### config.mk
export PLATFORM = sky130hd
export DESIGN_NAME = exhaustive_vector_sweep
export DESIGN_NICKNAME = d
export VERILOG_FILES = /design/src/rtl/vsweep_pkg.sv /design/src/rtl/sweep_hold_counter.sv /design/src/rtl/exhaustive_vector_sweep.sv
export SDC_FILE = /design/constraint.sdc
export NUM_CORES = 1
export LEC_CHECK = 0
export CAP_MARGIN = 10
export CORE_MARGIN = 2
export CORE_UTILIZATION = 55
export CTS_CLUSTER_DIAMETER = 100
export CTS_CLUSTER_SIZE = 40
export DETAILED_ROUTE_END_ITERATION = 16
export PLACE_DENSITY = 0.83
export SYNTH_ARGS = -nofsm -noshare
export SYNTH_HDL_FRONTEND = slang
export SYNTH_SLANG_ARGS = --single-unit
### constraint.sdc
create_clock -name clk -period 4.7 [get_ports clk]
set_input_delay 0.94 -clock clk [delete_from_list [all_inputs] [get_ports clk]]
set_output_delay 0.94 -clock clk [all_outputs]
set_load 0.005 [all_outputs]
### src/rtl/vsweep_pkg.sv
// Shared types and parameter-legality limits for the exhaustive vector sweeper.
package vsweep_pkg;

  localparam int unsigned N_IN_MAX = 8;
  localparam int unsigned HOLD_MIN = 2;

  typedef enum logic [1:0] {
    IDLE   = 2'd0,
    RUN    = 2'd1,
    FINISH = 2'd2
  } state_e;

endpackage

### src/rtl/sweep_hold_counter.sv
// Per-vector hold counter; pulses are registered from the next count so they
// line up with the edge on which the count equals SETTLE / HOLD-1.
module sweep_hold_counter #(
  parameter int unsigned HOLD   = 4,
  parameter int unsigned SETTLE = 2
) (
  input  logic clk,
  input  logic rst_n,
  input  logic clear_i,
  input  logic enable_i,
  output logic sample_pulse_o,
  output logic last_pulse_o
);

  localparam int unsigned CW = (HOLD > 1) ? $clog2(HOLD) : 1;

  logic [CW-1:0] cnt_q, cnt_d;
  logic          sample_q, last_q;

  always_comb begin
    cnt_d = cnt_q;
    if (clear_i) begin
      cnt_d = '0;
    end else if (enable_i) begin
      cnt_d = (cnt_q == CW'(HOLD - 1)) ? '0 : cnt_q + CW'(1);
    end
  end

  always_ff @(posedge clk or negedge rst_n) begin
    if (!rst_n) begin
      cnt_q    <= '0;
      sample_q <= 1'b0;
      last_q   <= 1'b0;
    end else begin
      cnt_q    <= cnt_d;
      sample_q <= (cnt_d == CW'(SETTLE));
      last_q   <= (cnt_d == CW'(HOLD - 1));
    end
  end

  assign sample_pulse_o = sample_q;
  assign last_pulse_o   = last_q;

endmodule

### src/rtl/exhaustive_vector_sweep.sv
// Walks all 2^N_IN input vectors onto a combinational unit, samples F once per
// vector and scores it against a truth table latched at START.
module exhaustive_vector_sweep
  import vsweep_pkg::*;
#(
  parameter int unsigned N_IN   = 3,
  parameter int unsigned HOLD   = 4,
  parameter int unsigned SETTLE = 2
) (
  input  logic                   clk,
  input  logic                   rst_n,
  input  logic                   start_i,
  input  logic                   abort_i,
  input  logic [(1<<N_IN)-1:0]   expect_i,
  input  logic                   f_i,
  output logic [N_IN-1:0]        vec_o,
  output logic                   busy_o,
  output logic                   done_o,
  output logic                   pass_o,
  output logic [N_IN:0]          err_count_o,
  output logic                   fail_valid_o,
  output logic [N_IN-1:0]        first_fail_o
);

  localparam int unsigned NV = 1 << N_IN;
  localparam int unsigned EW = N_IN + 1;

  state_e          state_q, state_d;
  logic [NV-1:0]   expect_q, expect_d;
  logic [N_IN-1:0] vec_q, vec_d;
  logic [N_IN-1:0] ff_q, ff_d;
  logic [EW-1:0]   err_q, err_d;
  logic            fv_q, fv_d;
  logic            busy_q, busy_d;
  logic            done_q, done_d;
  logic            pass_q, pass_d;
  logic            clear_c;
  logic            sample_pulse, last_pulse;

  sweep_hold_counter #(
    .HOLD   (HOLD),
    .SETTLE (SETTLE)
  ) u_hold (
    .clk            (clk),
    .rst_n          (rst_n),
    .clear_i        (clear_c),
    .enable_i       (state_q == RUN),
    .sample_pulse_o (sample_pulse),
    .last_pulse_o   (last_pulse)
  );

  always_ff @(posedge clk or negedge rst_n) begin
    if (!rst_n) begin
      state_q  <= IDLE;
      expect_q <= '0;
      vec_q    <= '0;
      ff_q     <= '0;
      err_q    <= '0;
      fv_q     <= 1'b0;
      busy_q   <= 1'b0;
      done_q   <= 1'b0;
      pass_q   <= 1'b0;
    end else begin
      state_q  <= state_d;
      expect_q <= expect_d;
      vec_q    <= vec_d;
      ff_q     <= ff_d;
      err_q    <= err_d;
      fv_q     <= fv_d;
      busy_q   <= busy_d;
      done_q   <= done_d;
      pass_q   <= pass_d;
    end
  end

  // Sampling is scored before the vector step so PASS sees the final count
  // even when SETTLE == HOLD-1 puts both on the same edge.
  always_comb begin
    state_d  = state_q;
    expect_d = expect_q;
    vec_d    = vec_q;
    ff_d     = ff_q;
    err_d    = err_q;
    fv_d     = fv_q;
    busy_d   = busy_q;
    done_d   = done_q;
    pass_d   = pass_q;
    clear_c  = 1'b0;

    case (state_q)
      IDLE, FINISH: begin
        if (start_i) begin
          state_d  = RUN;
          expect_d = expect_i;
          vec_d    = '0;
          err_d    = '0;
          fv_d     = 1'b0;
          ff_d     = '0;
          done_d   = 1'b0;
          pass_d   = 1'b0;
          busy_d   = 1'b1;
          clear_c  = 1'b1;
        end
      end
      RUN: begin
        if (sample_pulse && (f_i != expect_q[vec_q])) begin
          err_d = err_q + EW'(1);
          if (!fv_q) begin
            fv_d = 1'b1;
            ff_d = vec_q;
          end
        end
        if (last_pulse) begin
          if (vec_q == '1) begin
            state_d = FINISH;
            busy_d  = 1'b0;
            done_d  = 1'b1;
            pass_d  = (err_d == '0);
          end else begin
            vec_d = vec_q + N_IN'(1);
          end
        end
      end
      default: begin
        state_d = IDLE;
      end
    endcase

    if (abort_i) begin
      state_d = IDLE;
      vec_d   = '0;
      err_d   = '0;
      fv_d    = 1'b0;
      ff_d    = '0;
      busy_d  = 1'b0;
      done_d  = 1'b0;
      pass_d  = 1'b0;
      clear_c = 1'b1;
    end
  end

  assign vec_o        = vec_q;
  assign busy_o       = busy_q;
  assign done_o       = done_q;
  assign pass_o       = pass_q;
  assign err_count_o  = err_q;
  assign fail_valid_o = fv_q;
  assign first_fail_o = ff_q;

endmodule

Word level (Yosys, flattened, before mapping):

Cells that the tools add are included.

* flip-flop bits (word level): 28
* output and inout port bits: 14

* $add $sub $neg: 3
* $lt $le $gt $ge: 1
* eq/ne operators: 13
* muxes and demuxes: 44
* reductions and logical operators: 12

Operators by type and width (count)
* 2-to-1 mux 3 bit: 7
* inequality test 3 bit, second input constant: 6
* 2-to-1 mux 1 bit: 17
* 2-to-1 mux 4 bit: 4
* 2-to-1 mux 2 bit: 7
* case mux 3 bit (2 select lines): 2
* AND reduction 4 bit: 3
* equality test 2 bit, second input constant: 4
* case mux 1 bit (2 select lines): 4
* case mux 4 bit (2 select lines): 1
* AND reduction 3 bit: 2
* adder 4 x 1 -> 4 bit, second input constant: 1
* zero test 4 bit: 1
* less-than comparator 3 x 4 -> 1 bit, second input constant: 1
* case mux 2 bit (2 select lines): 1
* AND reduction 2 bit: 2
* adder 3 x 1 -> 3 bit, second input constant: 1
* binary-select mux 1 bit (select 3 bit): 1
* equality test 3 bit, second input constant: 1
* nonzero test 3 bit: 1
* adder 2 x 1 -> 2 bit, second input constant: 1
* equality test 2 x 1 -> 1 bit, second input constant: 1
* zero test 2 bit: 1
* OR reduction 2 bit: 1
* 2 further kinds: 2

Depth between registers and ports, before layout:

* depth in word-level cells: 11
* depth in mapped cells: 6
* mapped depth without buffers: 6

Hierarchy:

A second synthesis with hierarchy kept.

* cells, all modules: 136
* area, all modules: 1448.9 um^2

Modules (own cells, without submodules)
* exhaustive_vector_sweep: instances 1, cells each 120, area an instance 1253.7 um^2, sequential area each 600.6 um^2
* sweep_hold_counter: instances 1, cells each 16, area an instance 195.2 um^2, sequential area each 100.1 um^2

Least setup slack after synthesis:

Ideal clock, no wire load.

* path type: flip-flop to flip-flop
* from: reg vec_q[0] (netlist: vec_o[0])
* to: reg err_q[1] (netlist: err_count_o[1])
* setup time: 0.122 ns
* arrival: 1.997 ns
* path slack: 2.582 ns
* cell stages (with the launch flop): 7
* buffers on the path: 1
* clock period less this slack: 2.118 ns
* cells stage by stage: dfrtp_1 -> buf_6 -> mux2_4 -> mux4_2 -> mux2i_4 -> a21o_1 -> a32o_1

* cells in the longest elaborated chain, start to end: 8

RTL lines
* from (decl): RTL line exhaustive_vector_sweep.sv:30 `logic [N_IN-1:0] vec_q, vec_d;`
* from (signal assigned): RTL line exhaustive_vector_sweep.sv:66 `vec_q <= vec_d;`
* binary-select mux 1 bit (select 3 bit): RTL line exhaustive_vector_sweep.sv:106 `if (sample_pulse && (f_i != expect_q[vec_q])) begin`
* 2-to-1 mux 1 bit (implied by the code): RTL line exhaustive_vector_sweep.sv:106
* inequality test 1 bit: RTL line exhaustive_vector_sweep.sv:106
* logical AND 1 bit: RTL line exhaustive_vector_sweep.sv:106
* 2-to-1 mux 4 bit: RTL line exhaustive_vector_sweep.sv:106
* 2-to-1 mux 4 bit: RTL line exhaustive_vector_sweep.sv:90 `case (state_q)`
* case mux 4 bit (2 select lines): RTL line exhaustive_vector_sweep.sv:90
* 2-to-1 mux 4 bit: RTL line exhaustive_vector_sweep.sv:129 `if (abort_i) begin`
* to (signal assigned): RTL line exhaustive_vector_sweep.sv:68 `err_q <= err_d;`
* to (decl): RTL line exhaustive_vector_sweep.sv:32 `logic [EW-1:0] err_q, err_d;`

Every way passes these cells. The select of a mux whose other input is x is not followed.
A chain may end at the register's enable or synchronous reset.

Worst setup path after layout:

* from: in start_i
* to: reg err_q[2] (netlist: err_count_o[2])

* cells in the longest elaborated chain, start to end: 2

RTL lines
* from (decl): RTL line exhaustive_vector_sweep.sv:12 `input logic start_i,`
* inequality test 3 bit (no line)
* AND reduction 2 bit (no line)

Every way passes these cells.

==> results by group <==
Floorplan
  • I/O pin cnt: 27
  • CORE AREA: 2500 sq um
  • Site row count: 18
  • Die X: 55.8 um
  • Die H: 55.8 um
  • Initial core utilization: 59.1%
  • Die footprint: 3110 sq um

CTS
  • CTS tree: done
  • Num CTS Buffers: 3
  • Clk_lat worst skew: 0.33 ns
  • Post-CTS sizing: 0
  • Setup repair bufs after CTS: 0
  • Clock sink count: 28
  • Clock tree buffer depth: 2
  • CTS Root Buffer Type: clkbuf_4
  • Hold-fix buffers at CTS: 0
  • H-tree depth: 1
  • Clock-pin slew of the registers on the worst-case setup and hold paths: 0.13 ns

Critical path
  • Top delay family on crit path: simple AND/OR/NAND/NOR gates
  • Worst Path Required: 4.97 ns
  • Critical path launch point type: input port
  • Crit. End Element: flop
  • Critical-path top delay cell: nor3_1
  • Worst-path fanout max: 13
  • CP Cell Sequence: clkdlybuf4s50_1 -> nor2b_1 -> buf_4 -> nor3_1 -> o21bai_1 -> a22o_1
  • CP Class: in2reg
  • WP buf/inv: 2
  • Critical Path Source: start_i
  • CP max stage delay: 0.60 ns
  • Reg2reg start: vec_o[0]
  • CP Data Arrival Time: 2.75 ns

Routing
  • DR iter-0 viols: 22
  • Via count: 1111
  • Avg WL per Cell: 14.7 um
  • Final WL: 2790 um
  • Final ANT Viol Nets: 0
  • # DRC: 0
  • 1st-pass router iterations: 5
  • Avg Vias per Cell: 5.88

STA
  • RSZ-0062 raised after global routing: no
  • Max-slew violations: 0
  • Setup Skew: 0.0125 ns
  • Period utilization: 52.8%
  • Final setup viols: 0
  • Final hold violations: 0
  • Rel. slew slack: 45.7%
  • Slew @ Worst Pin: 0.813 ns
  • Min cycle time layout: 2.48 ns
  • Fin Setup TNS: 0 ns
  • Fmax: 0.403 GHz

Yosys
  • Area contributors post-synth: dfrtp_1 47%, mux2_1 8.4%, ha_1 3.4%
  • EDFF count, synth: 0
  • Top-count cell post-synth: dfrtp_1
  • Sequential fraction of the synthesis area: 47.5%
  • Post-synth top cells: 28 x dfrtp_1, 11 x mux2_1, 10 x nand2_1, 9 x nor2_1
  • Post-synthesis cell count: 133
  • Async set or reset register ratio after synthesis: 100%
  • Post-synthesis net count: 150
  • Mapped cell area: 1480 sq um
  • Post-synth cell types: 38
  • Yosys top cell area share: 47.5%
  • Synth Flop Type: dfrtp_1
  • Synth Register Bits: 28
  • Yosys top cell by area: dfrtp_1
  • Synth Area per Inst: 11.1 sq um
  • Synth Warn #: 0

Placed design
  • I/O Buffers: 26
  • Gp weighted congestion: 0.727
  • Post-DP HPWL: 2110 um
  • Placed inst area: 1760 sq um

Global route
  • Largest net degree at the start of global routing: 29
  • Gr usage total: 19.6%
  • Vias in the first global route: 1104
  • Initial antenna violation count: 0
  • GRT Residual Overflow: 0
  • First-pass GRT wire length: 4870 um

Cells and area
  • Antenna cells: 0
  • Filler instances: 187
  • Area Growth Syn to Fin: 20.9%
  • Layout cells sized above 1: 7.55%
  • Layout net count: 178
  • Cell area after layout: 1790 sq um

Power and ir drop
  • Peak supply drop: 229 uV
  • Switching Share: 25.4%
  • Switch Pwr: 0.111 mW
  • Design Power: 0.436 mW
  • Sequential fraction of design power: 60.8%
  • Clk pwr share: 22.3%
  • Comb power frac: 16.9%
  • Leak: 0.798 nW
  • Cell Int Power: 0.325 mW
  • Pwr/cell area: 244 nW/um^2

Job
  • Max Cap Viol: 0

Status
  • Run status: completed

Worst hold path
  • Min-delay src: expect_q[4]
  • Min-Delay Path Class: reg2reg
[power groups by stage]
stage	sequential [mW]	clock [mW]	combinational, mW
after floorplan	0.265	0	0.0501
after global placement	0.269	0	0.0718
after detailed placement	0.270	0	0.0741
after CTS	0.265	0.0966	0.0746
after global routing	0.267	0.107	0.0813
final	0.265	0.0973	0.0737
[logic make-up after synthesis]
group,share of synthesized area (%)
and+or+nand+nor,15.8
AOI/OAI and AO/OA,13.3
DFF,47.5
muxes,16.5
buffers and inverters,2.29
adders and majority gates,3.39
xor gates and xnor gates,1.19
[cell type report]
class / instances / area [sq um] / area share [%]
multi-input combinational: 98 / 742 / 41.6
inverter: 2 / 7.51 / 0.420
tap: 30 / 37.5 / 2.10
timing repair buffer: 28 / 275 / 15.4
sequential: 28 / 701 / 39.2
clock buffer: 3 / 22.5 / 1.26
[final timing paths]
path | depth (start not counted) | endpoint | slack, ns
max in group asynchronous | 2 | u_hold.cnt_q[0] | 3.48
setup reg to reg | 5 | pass_o | 2.36
min in group asynchronous | 2 | expect_q[1] | 0.96
hold reg to reg | 1 | expect_q[4] | 0.51
hold / removal | 1 | expect_q[4] | 0.51
setup / recovery | 6 | err_count_o[2] | 2.22
[layer usage]
| layer | track usage [%] | up-vias | wire length (um) |
|---|---|---|---|
| met2 | 34.4 | 30 | 1380 |
| met4 | 8.16 | 0 | 50 |
| met1 | 24.2 | 534 | 1270 |
| li1 | - | 540 | - |
| met5 | 0 | - | 0 |
| met3 | 3.02 | 7 | 93 |
[cells in the final DEF (no fill, tap or decap), types with 3 or more instances in the layout]
cell type	count
a21o_1	4
a21oi_1	7
clkbuf_4	3
clkdlybuf4s50_1	26
dfrtp_1	28
ha_1	4
mux2_1	11
nand2_1	10
nand3_1	3
nand4b_1	3
nor2_1	9
nor2b_1	5
nor3_1	7
o211ai_1	3
[flip-flops by register name, summed over array words and instances (netlist names)]
register               flops
expect_q                   8
err_count_o                4
first_fail_o               3
vec_o                      3
state_q                    2
u_hold.cnt_q               2
busy_o                     1
done_o                     1
fail_valid_o               1
pass_o                     1
u_hold.last_pulse_o        1
u_hold.sample_pulse_o      1
[per-stage QoR]
stage / setup WS [ns] / std cells / utilization [%] / hold WS [ns]
2_1_floorplan: 2.58 / 133 / - / 0.450
3_3_place_gp: 1.99 / 186 / 70.5 / 0.463
3_5_place_dp: 1.91 / 186 / 70.5 / 0.478
4_1_cts: 2.23 / 189 / 71.4 / 0.509
5_1_grt: 2.14 / 189 / 71.4 / 0.529
6_report: 2.22 / 189 / 71.4 / 0.507
Power figures use the tool's default switching activity.
